--- src/rtl/cpu_stack_if.sv ---
// Request/response bundle for cpu_stack: the control unit drives requests as master,
// the stack answers as slave.
interface cpu_stack_if #(
  parameter int DATA_W = 16,
  parameter int DEPTH  = 16
) ();
  localparam int PTR_W = $clog2(DEPTH + 1);

  logic              push;
  logic              pop;
  logic              peek;
  logic [DATA_W-1:0] push_data;
  logic              err_clr;
  logic [DATA_W-1:0] pop_out;
  logic              push_done;
  logic              pop_done;
  logic [PTR_W-1:0]  sp;
  logic              full;
  logic              empty;
  logic              overflow;
  logic              underflow;

  modport master (
    output push, pop, peek, push_data, err_clr,
    input  pop_out, push_done, pop_done, sp, full, empty, overflow, underflow
  );

  modport slave (
    input  push, pop, peek, push_data, err_clr,
    output pop_out, push_done, pop_done, sp, full, empty, overflow, underflow
  );
endinterface

--- src/rtl/cpu_stack.sv ---
// Parametrised LIFO stack with push/pop/exchange, sticky overflow/underflow flags.
// Optional top-of-stack peek is enabled by defining CPU_STACK_PEEK_EN.
module cpu_stack #(
  parameter int DATA_W = 16,
  parameter int DEPTH  = 16
) (
  input  logic        clk,
  input  logic        rst_b,
  cpu_stack_if.slave  bus
);
  localparam int PTR_W = $clog2(DEPTH + 1);
  localparam int AW    = $clog2(DEPTH);

  typedef enum logic [2:0] {
    OP_NONE,
    OP_PUSH,
    OP_POP,
    OP_XCHG,
    OP_PEEK
  } op_e;

  logic [DATA_W-1:0] mem [DEPTH];

  logic [PTR_W-1:0]  sp_q, sp_d;
  logic [DATA_W-1:0] pop_out_q, pop_out_d;
  logic              push_done_q, push_done_d;
  logic              pop_done_q, pop_done_d;
  logic              overflow_q, overflow_d;
  logic              underflow_q, underflow_d;

  op_e               op;
  logic              full, empty;
  logic              ovf_ev, unf_ev;
  logic              mem_we;
  logic [AW-1:0]     mem_wa;
  logic [AW-1:0]     top_idx;

  assign full    = (sp_q == PTR_W'(DEPTH));
  assign empty   = (sp_q == '0);
  assign top_idx = AW'(sp_q - PTR_W'(1));

  // Request priority: push+pop pair, then single push or pop, then peek.
  always_comb begin
    op = OP_NONE;
    if (bus.push && bus.pop) op = OP_XCHG;
    else if (bus.push)       op = OP_PUSH;
    else if (bus.pop)        op = OP_POP;
`ifdef CPU_STACK_PEEK_EN
    else if (bus.peek)       op = OP_PEEK;
`endif
  end

`ifndef CPU_STACK_PEEK_EN
  logic unused_peek;
  assign unused_peek = bus.peek;
`endif

  always_comb begin
    // NOTE: every output of this block gets a default first so no path infers a latch.
    sp_d        = sp_q;
    pop_out_d   = pop_out_q;
    push_done_d = 1'b0;
    pop_done_d  = 1'b0;
    ovf_ev      = 1'b0;
    unf_ev      = 1'b0;
    mem_we      = 1'b0;
    mem_wa      = top_idx;
    unique case (op)
      OP_PUSH: begin
        if (full) begin
          ovf_ev = 1'b1;
        end else begin
          mem_we      = 1'b1;
          mem_wa      = AW'(sp_q);
          sp_d        = sp_q + PTR_W'(1);
          push_done_d = 1'b1;
        end
      end
      OP_POP: begin
        if (empty) begin
          unf_ev = 1'b1;
        end else begin
          pop_out_d  = mem[top_idx];
          sp_d       = sp_q - PTR_W'(1);
          pop_done_d = 1'b1;
        end
      end
      OP_XCHG: begin
        // Empty exchange passes the pushed word straight through without storing it.
        push_done_d = 1'b1;
        pop_done_d  = 1'b1;
        if (empty) begin
          pop_out_d = bus.push_data;
        end else begin
          pop_out_d = mem[top_idx];
          mem_we    = 1'b1;
        end
      end
`ifdef CPU_STACK_PEEK_EN
      OP_PEEK: begin
        if (empty) begin
          unf_ev = 1'b1;
        end else begin
          pop_out_d  = mem[top_idx];
          pop_done_d = 1'b1;
        end
      end
`endif
      default: ;
    endcase
    // A same-cycle error event beats err_clr.
    overflow_d  = ovf_ev | (overflow_q  & ~bus.err_clr);
    underflow_d = unf_ev | (underflow_q & ~bus.err_clr);
  end

  // NOTE: sequential state uses non-blocking assignments only.
  always_ff @(posedge clk or negedge rst_b) begin
    if (!rst_b) begin
      sp_q        <= '0;
      pop_out_q   <= '0;
      push_done_q <= 1'b0;
      pop_done_q  <= 1'b0;
      overflow_q  <= 1'b0;
      underflow_q <= 1'b0;
    end else begin
      sp_q        <= sp_d;
      pop_out_q   <= pop_out_d;
      push_done_q <= push_done_d;
      pop_done_q  <= pop_done_d;
      overflow_q  <= overflow_d;
      underflow_q <= underflow_d;
    end
  end

  // NOTE: the storage array has no reset; entries above sp are never read.
  always_ff @(posedge clk) begin
    if (mem_we) mem[mem_wa] <= bus.push_data;
  end

  assign bus.sp        = sp_q;
  assign bus.pop_out   = pop_out_q;
  assign bus.push_done = push_done_q;
  assign bus.pop_done  = pop_done_q;
  assign bus.overflow  = overflow_q;
  assign bus.underflow = underflow_q;
  assign bus.full      = full;
  assign bus.empty     = empty;
endmodule

--- src/flat_wrapper.sv ---
// flat-port wrapper written by rule: the top's interface ports become plain ports
module cpu_stack_flat 
#(
  parameter int DATA_W = 16,
  parameter int DEPTH  = 16
)
  (clk, rst_b, bus_push, bus_pop, bus_peek, bus_push_data, bus_err_clr, bus_pop_out, bus_push_done, bus_pop_done, bus_sp, bus_full, bus_empty, bus_overflow, bus_underflow);
  cpu_stack_if #(.DATA_W(DATA_W), .DEPTH(DEPTH)) bus_i ();
  input  logic clk;
  input  logic rst_b;
  input wire logic [$bits(bus_i.push)-1:0] bus_push;
  input wire logic [$bits(bus_i.pop)-1:0] bus_pop;
  input wire logic [$bits(bus_i.peek)-1:0] bus_peek;
  input wire logic [$bits(bus_i.push_data)-1:0] bus_push_data;
  input wire logic [$bits(bus_i.err_clr)-1:0] bus_err_clr;
  output wire logic [$bits(bus_i.pop_out)-1:0] bus_pop_out;
  output wire logic [$bits(bus_i.push_done)-1:0] bus_push_done;
  output wire logic [$bits(bus_i.pop_done)-1:0] bus_pop_done;
  output wire logic [$bits(bus_i.sp)-1:0] bus_sp;
  output wire logic [$bits(bus_i.full)-1:0] bus_full;
  output wire logic [$bits(bus_i.empty)-1:0] bus_empty;
  output wire logic [$bits(bus_i.overflow)-1:0] bus_overflow;
  output wire logic [$bits(bus_i.underflow)-1:0] bus_underflow;
  assign bus_i.push = bus_push;
  assign bus_i.pop = bus_pop;
  assign bus_i.peek = bus_peek;
  assign bus_i.push_data = bus_push_data;
  assign bus_i.err_clr = bus_err_clr;
  assign bus_pop_out = bus_i.pop_out;
  assign bus_push_done = bus_i.push_done;
  assign bus_pop_done = bus_i.pop_done;
  assign bus_sp = bus_i.sp;
  assign bus_full = bus_i.full;
  assign bus_empty = bus_i.empty;
  assign bus_overflow = bus_i.overflow;
  assign bus_underflow = bus_i.underflow;
  cpu_stack #(.DATA_W(DATA_W), .DEPTH(DEPTH)) u_core (.clk(clk), .rst_b(rst_b), .bus(bus_i));
endmodule
--- config.mk ---
export PLATFORM = sky130hd
export DESIGN_NAME = cpu_stack_flat
export DESIGN_NICKNAME = d
export VERILOG_FILES = /design/src/rtl/cpu_stack_if.sv /design/src/rtl/cpu_stack.sv /design/src/flat_wrapper.sv
export SDC_FILE = /design/constraint.sdc
export NUM_CORES = 1
export LEC_CHECK = 0
export CELL_PAD_IN_SITES_DETAIL_PLACEMENT = 1
export CELL_PAD_IN_SITES_GLOBAL_PLACEMENT = 1
export CORE_MARGIN = 10
export CORE_UTILIZATION = 53
export CTS_CLUSTER_DIAMETER = 150
export DETAILED_ROUTE_END_ITERATION = 6
export PLACE_DENSITY = 0.76
export SETUP_SLACK_MARGIN = 0.02
export SYNTH_ARGS = -nofsm -noshare
export SYNTH_HDL_FRONTEND = slang
export SYNTH_SLANG_ARGS = --single-unit
export TNS_END_PERCENT = 1
--- constraint.sdc ---
create_clock -name clk -period 4.3 [get_ports clk]
set_input_delay 1.075 -clock clk [delete_from_list [all_inputs] [get_ports clk]]
set_output_delay 1.075 -clock clk [all_outputs]
set_load 0.03 [all_outputs]
==> out/results.tsv <==
stage	metric	value	unit
run_status	outcome	completed	
synthesis	synth_enable_flop_cells	256	
detailed_routing	drt_iter0_drc	493	
synthesis	synth_area_per_cell	18.82	um2
worst_hold_path	worstHoldPathCells	2	
power_and_ir_drop	pwr-share-clk	26.1	%
worst_setup_path	path_buf_inv	3	
detailed_routing	wl_per_cell	28.44	um
timing	finalMaxSlewViolations	0	
power_and_ir_drop	p_per_area	748.3	nW/um2
clocking	numClockSinks	281	
worst_setup_path	critical_path.top_delay_family	buffers and inverters	
floorplanning	die_h	167.4	um
finish	n_antenna_cell	0	
detailed_routing	via_per_inst	6.388	
floorplanning	start_util	54.27	%
timing	rsz0062_at_grt	no	
grt	grt_usage	19.62	%
place	gp_congestion	0.8265	
worst_setup_path	crit_top_cell	inv_1	
synthesis	synth_nets	636	
power_and_ir_drop	leakagePower	4.436	nW
finish	final_layout_size_suffix_gt1_share	25.92	%
clocking	cts_hold_buf	0	
grt	grt.overflow.total	0	
detailed_routing	first_pass_iters	5	
worst_setup_path	ff2ff_setup_slack	1130	ps
finish	fill_cells	1817	
clocking	root_buffer	clkbuf_16	
floorplanning	core_region_area	21220	um2
timing	timing.fmax	245.6	MHz
synthesis	ys_seq_elements	281	
clocking	cts_buffers	29	
finish	syn2layout_area_growth	16.76	%
power_and_ir_drop	p_int	0.006710	W
grt	antenna_found_initial	0	
worst_setup_path	crit_type	reg -> out	
grt	grt_pass1_wl	42730	um
power_and_ir_drop	combPwrFrac	37.6	%
synthesis	ys.flop_type	edfxtp_1	
synthesis	ys_warn_count	0	
power_and_ir_drop	switching_share	33.31	%
worst_hold_path	hp-class	reg -> reg	
synthesis	syn-instance-count	612	
detailed_routing	vias	6292	
power_and_ir_drop	total_power	0.01006	W
grt	grt_pass1_vias	6977	
power_and_ir_drop	p_sw	0.003352	W
synthesis	synthTopCellsByArea	edfxtp_1 67%, mux4_2 9.4%, dfrtp_1 5.4%	
clocking	insertion_delay	540	ps
worst_setup_path	slowest_delay	720	ps
detailed_routing	antenna_left	0	
power_and_ir_drop	p_seq_share	36.3	%
floorplanning	rows	53	
worst_setup_path	critPathLaunchType	flip-flop	
worst_setup_path	timing.rr.start	u_core.bus.sp[1]$_DFFE_PN0P_	
worst_setup_path	critPathCaptureType	output port	
timing	relSlewSlack	21.74	%
worst_setup_path	worstSetupPathDepth	5	
place	port_buffers	47	
power_and_ir_drop	ir_drop	0.0004626	V
timing	period_needed	4072	ps
finish	nNetsFinal	712	
timing	finClkSkew	14.18	ps
worst_setup_path	cpMaxStageDelayCell	clkdlybuf4s50_1	
timing	hold_viol	0	
worst_hold_path	worstHoldStart	u_core.bus.overflow$_DFF_PN0_	
timing	holdWs	554.0	ps
floorplanning	ios	49	
clocking	htreeDepth	1	
place	dp_hpwl	16740	um
synthesis	synthArstFlopShare	8.897	%
synthesis	synth_area	11520	um2
synthesis	synth_top_cell_by_area	edfxtp_1	
worst_setup_path	cp-startpoint	u_core.bus.sp[1]$_DFFE_PN0P_	
clocking	cts_tree	yes	
worst_setup_path	crit_fanout	9	
worst_setup_path	cp_data_arrival_time	3000	ps
run	max-cap-violations	0	
worst_setup_path	reg2reg_depth	8	
timing	worst_pin_slew	1170	ps
clocking	clk_path_buf_depth	3	
timing	setup_slack	227.9	ps
detailed_routing	drc	0	
timing	finalSetupTns	0	ps
synthesis	yosysTopAreaCellShare	66.75	%
floorplanning	fp.dieW	167.4	um
clocking	ctsResizeCount	0	
detailed_routing	wirelength	28020	um
worst_setup_path	crit_chain	inv_1 -> ha_1 -> nand4bb_1 -> inv_1 -> clkdlybuf4s50_1	
place	place_ws	750.0	ps
synthesis	ys_types	46	
clocking	post-cts-setup-buffers	0	
synthesis	seq_area_frac_synth	72.19	%
timing	finalCritPeriodShare	94.70	%
clocking	clk_pin_slew	60	ps
floorplanning	die-area	28020	um2
worst_setup_path	required	3220	ps
timing	setup_viol	0	
grt	grt_max_degree	65	
==> layout make-up <==
class                   count  area (um2)  area share (%)
well taps                 275       344.1           2.559
clock inverters            14       198.9           1.479
inverters                  24       90.09          0.6700
flip-flops and latches    281        8317           61.85
multi-input cells         269        2930           21.79
clock buffers              39       813.3           6.048
repair buffers             83       753.2           5.602
==> logic make-up after synthesis <==
kind of cell | Yosys count | synth area share (%)
simple gates | 79 | 4.172
buf+inv | 62 | 2.803
flops | 281 | 72.19
compound gates | 86 | 6.269
fa+ha+maj | 2 | 0.2173
xor+xnor | 6 | 0.6194
mux | 96 | 13.73
==> state kept, by name, summed over array words and instances, names as in the netlist <==
signal	flops
u_core.mem	256
u_core.bus.pop_out	16
u_core.bus.sp	5
u_core.bus.overflow	1
u_core.bus.pop_done	1
u_core.bus.push_done	1
u_core.bus.underflow	1
==> routing by layer <==
layer	global-route usage [%]	vias up	wire [um]
li1	-	2676	-
met1	26.06	3324	11690
met2	31.98	243	13750
met3	4.096	49	1827
met4	5.829	0	751
met5	0	-	0
==> Yosys cell counts, types with 2 or more instances <==
cell and instances:
a2111oi_0 6, a2111oi_2 10, a21oi_1 20, a31oi_1 20
buf_1 3, buf_2 12, buf_4 8, buf_6 6
clkbuf_1 9, dfrtp_1 25, edfxtp_1 256, ha_1 2
inv_1 24, mux2_2 16, mux2i_1 32, mux4_2 48
nand2_1 5, nand2b_1 3, nand3_1 2, nand4_1 18
nor2_1 12, nor2b_1 4, nor3_1 17, nor3_2 7
nor4_1 4, o211ai_1 3, o21ai_0 2, o221a_1 16
o22ai_1 2, xnor2_1 2, xor2_1 3
==> tightest hold or removal path: cells and delay by family, from the launching register on <==
kind | cells | cell delay [ps]
DFF | 1 | 380
AOI/OAI and AO/OA | 1 | 80
buffers and inverters | 1 | 50
==> power by group through the flow <==
stage | logic, W | registers [W] | clock network (W)
after detailed placement | 0.00380 | 0.00370 | 0
after global routing | 0.00406 | 0.00368 | 0.00279
after floorplan | 0.00255 | 0.00379 | 0
final | 0.00378 | 0.00366 | 0.00262
after global placement | 0.00367 | 0.00366 | 0
after CTS | 0.00384 | 0.00365 | 0.00266
==> worst paths after layout <==
path | endpoint
setup / recovery | bus_full
hold / removal | u_core.bus.overflow$_DFF_PN0_
setup reg to reg | u_core.bus.pop_out[4]$_DFFE_PN0P_
min in group asynchronous | u_core.bus.underflow$_DFF_PN0_
hold reg to reg | u_core.bus.overflow$_DFF_PN0_
max in group asynchronous | u_core.bus.sp[0]$_DFFE_PN0P_
==> cells in the final DEF, fill, tap and decap left out, types with 3 or more instances in the layout <==
cell type | synthesis | layout
clkbuf_1 | 9 | 5
nand2b_1 | 3 | 3
clkbuf_16 | 0 | 29
clkinv_2 | 0 | 5
nand2_1 | 5 | 5
mux2_2 | 16 | 16
xor2_1 | 3 | 3
mux4_2 | 48 | 48
nand4_1 | 18 | 18
nor2_2 | 0 | 4
nor3_2 | 7 | 15
nor2_1 | 12 | 8
buf_4 | 8 | 35
bufinv_16 | 0 | 5
dfrtp_1 | 25 | 24
o211ai_1 | 3 | 3
a31oi_1 | 20 | 20
a2111oi_2 | 10 | 10
mux2i_1 | 32 | 32
clkdlybuf4s50_1 | 0 | 47
edfxtp_1 | 256 | 256
nor3_1 | 17 | 9
o221a_1 | 16 | 16
clkbuf_8 | 0 | 5
inv_1 | 24 | 24
nor2b_1 | 4 | 4
nor4_1 | 4 | 4
a21oi_1 | 20 | 20
a2111oi_0 | 6 | 6
==> per-stage QoR <==
step                instances  cell area (um2)  utilization [%]
finish                    985            13450            63.37
global route              985            13450            63.37
CTS                       985            13450            63.37
detailed placement        932            12430            58.60
global placement          932            12430            58.60
floorplan                 612            11520                -
No activity file was read; power rests on OpenSTA's default activity.
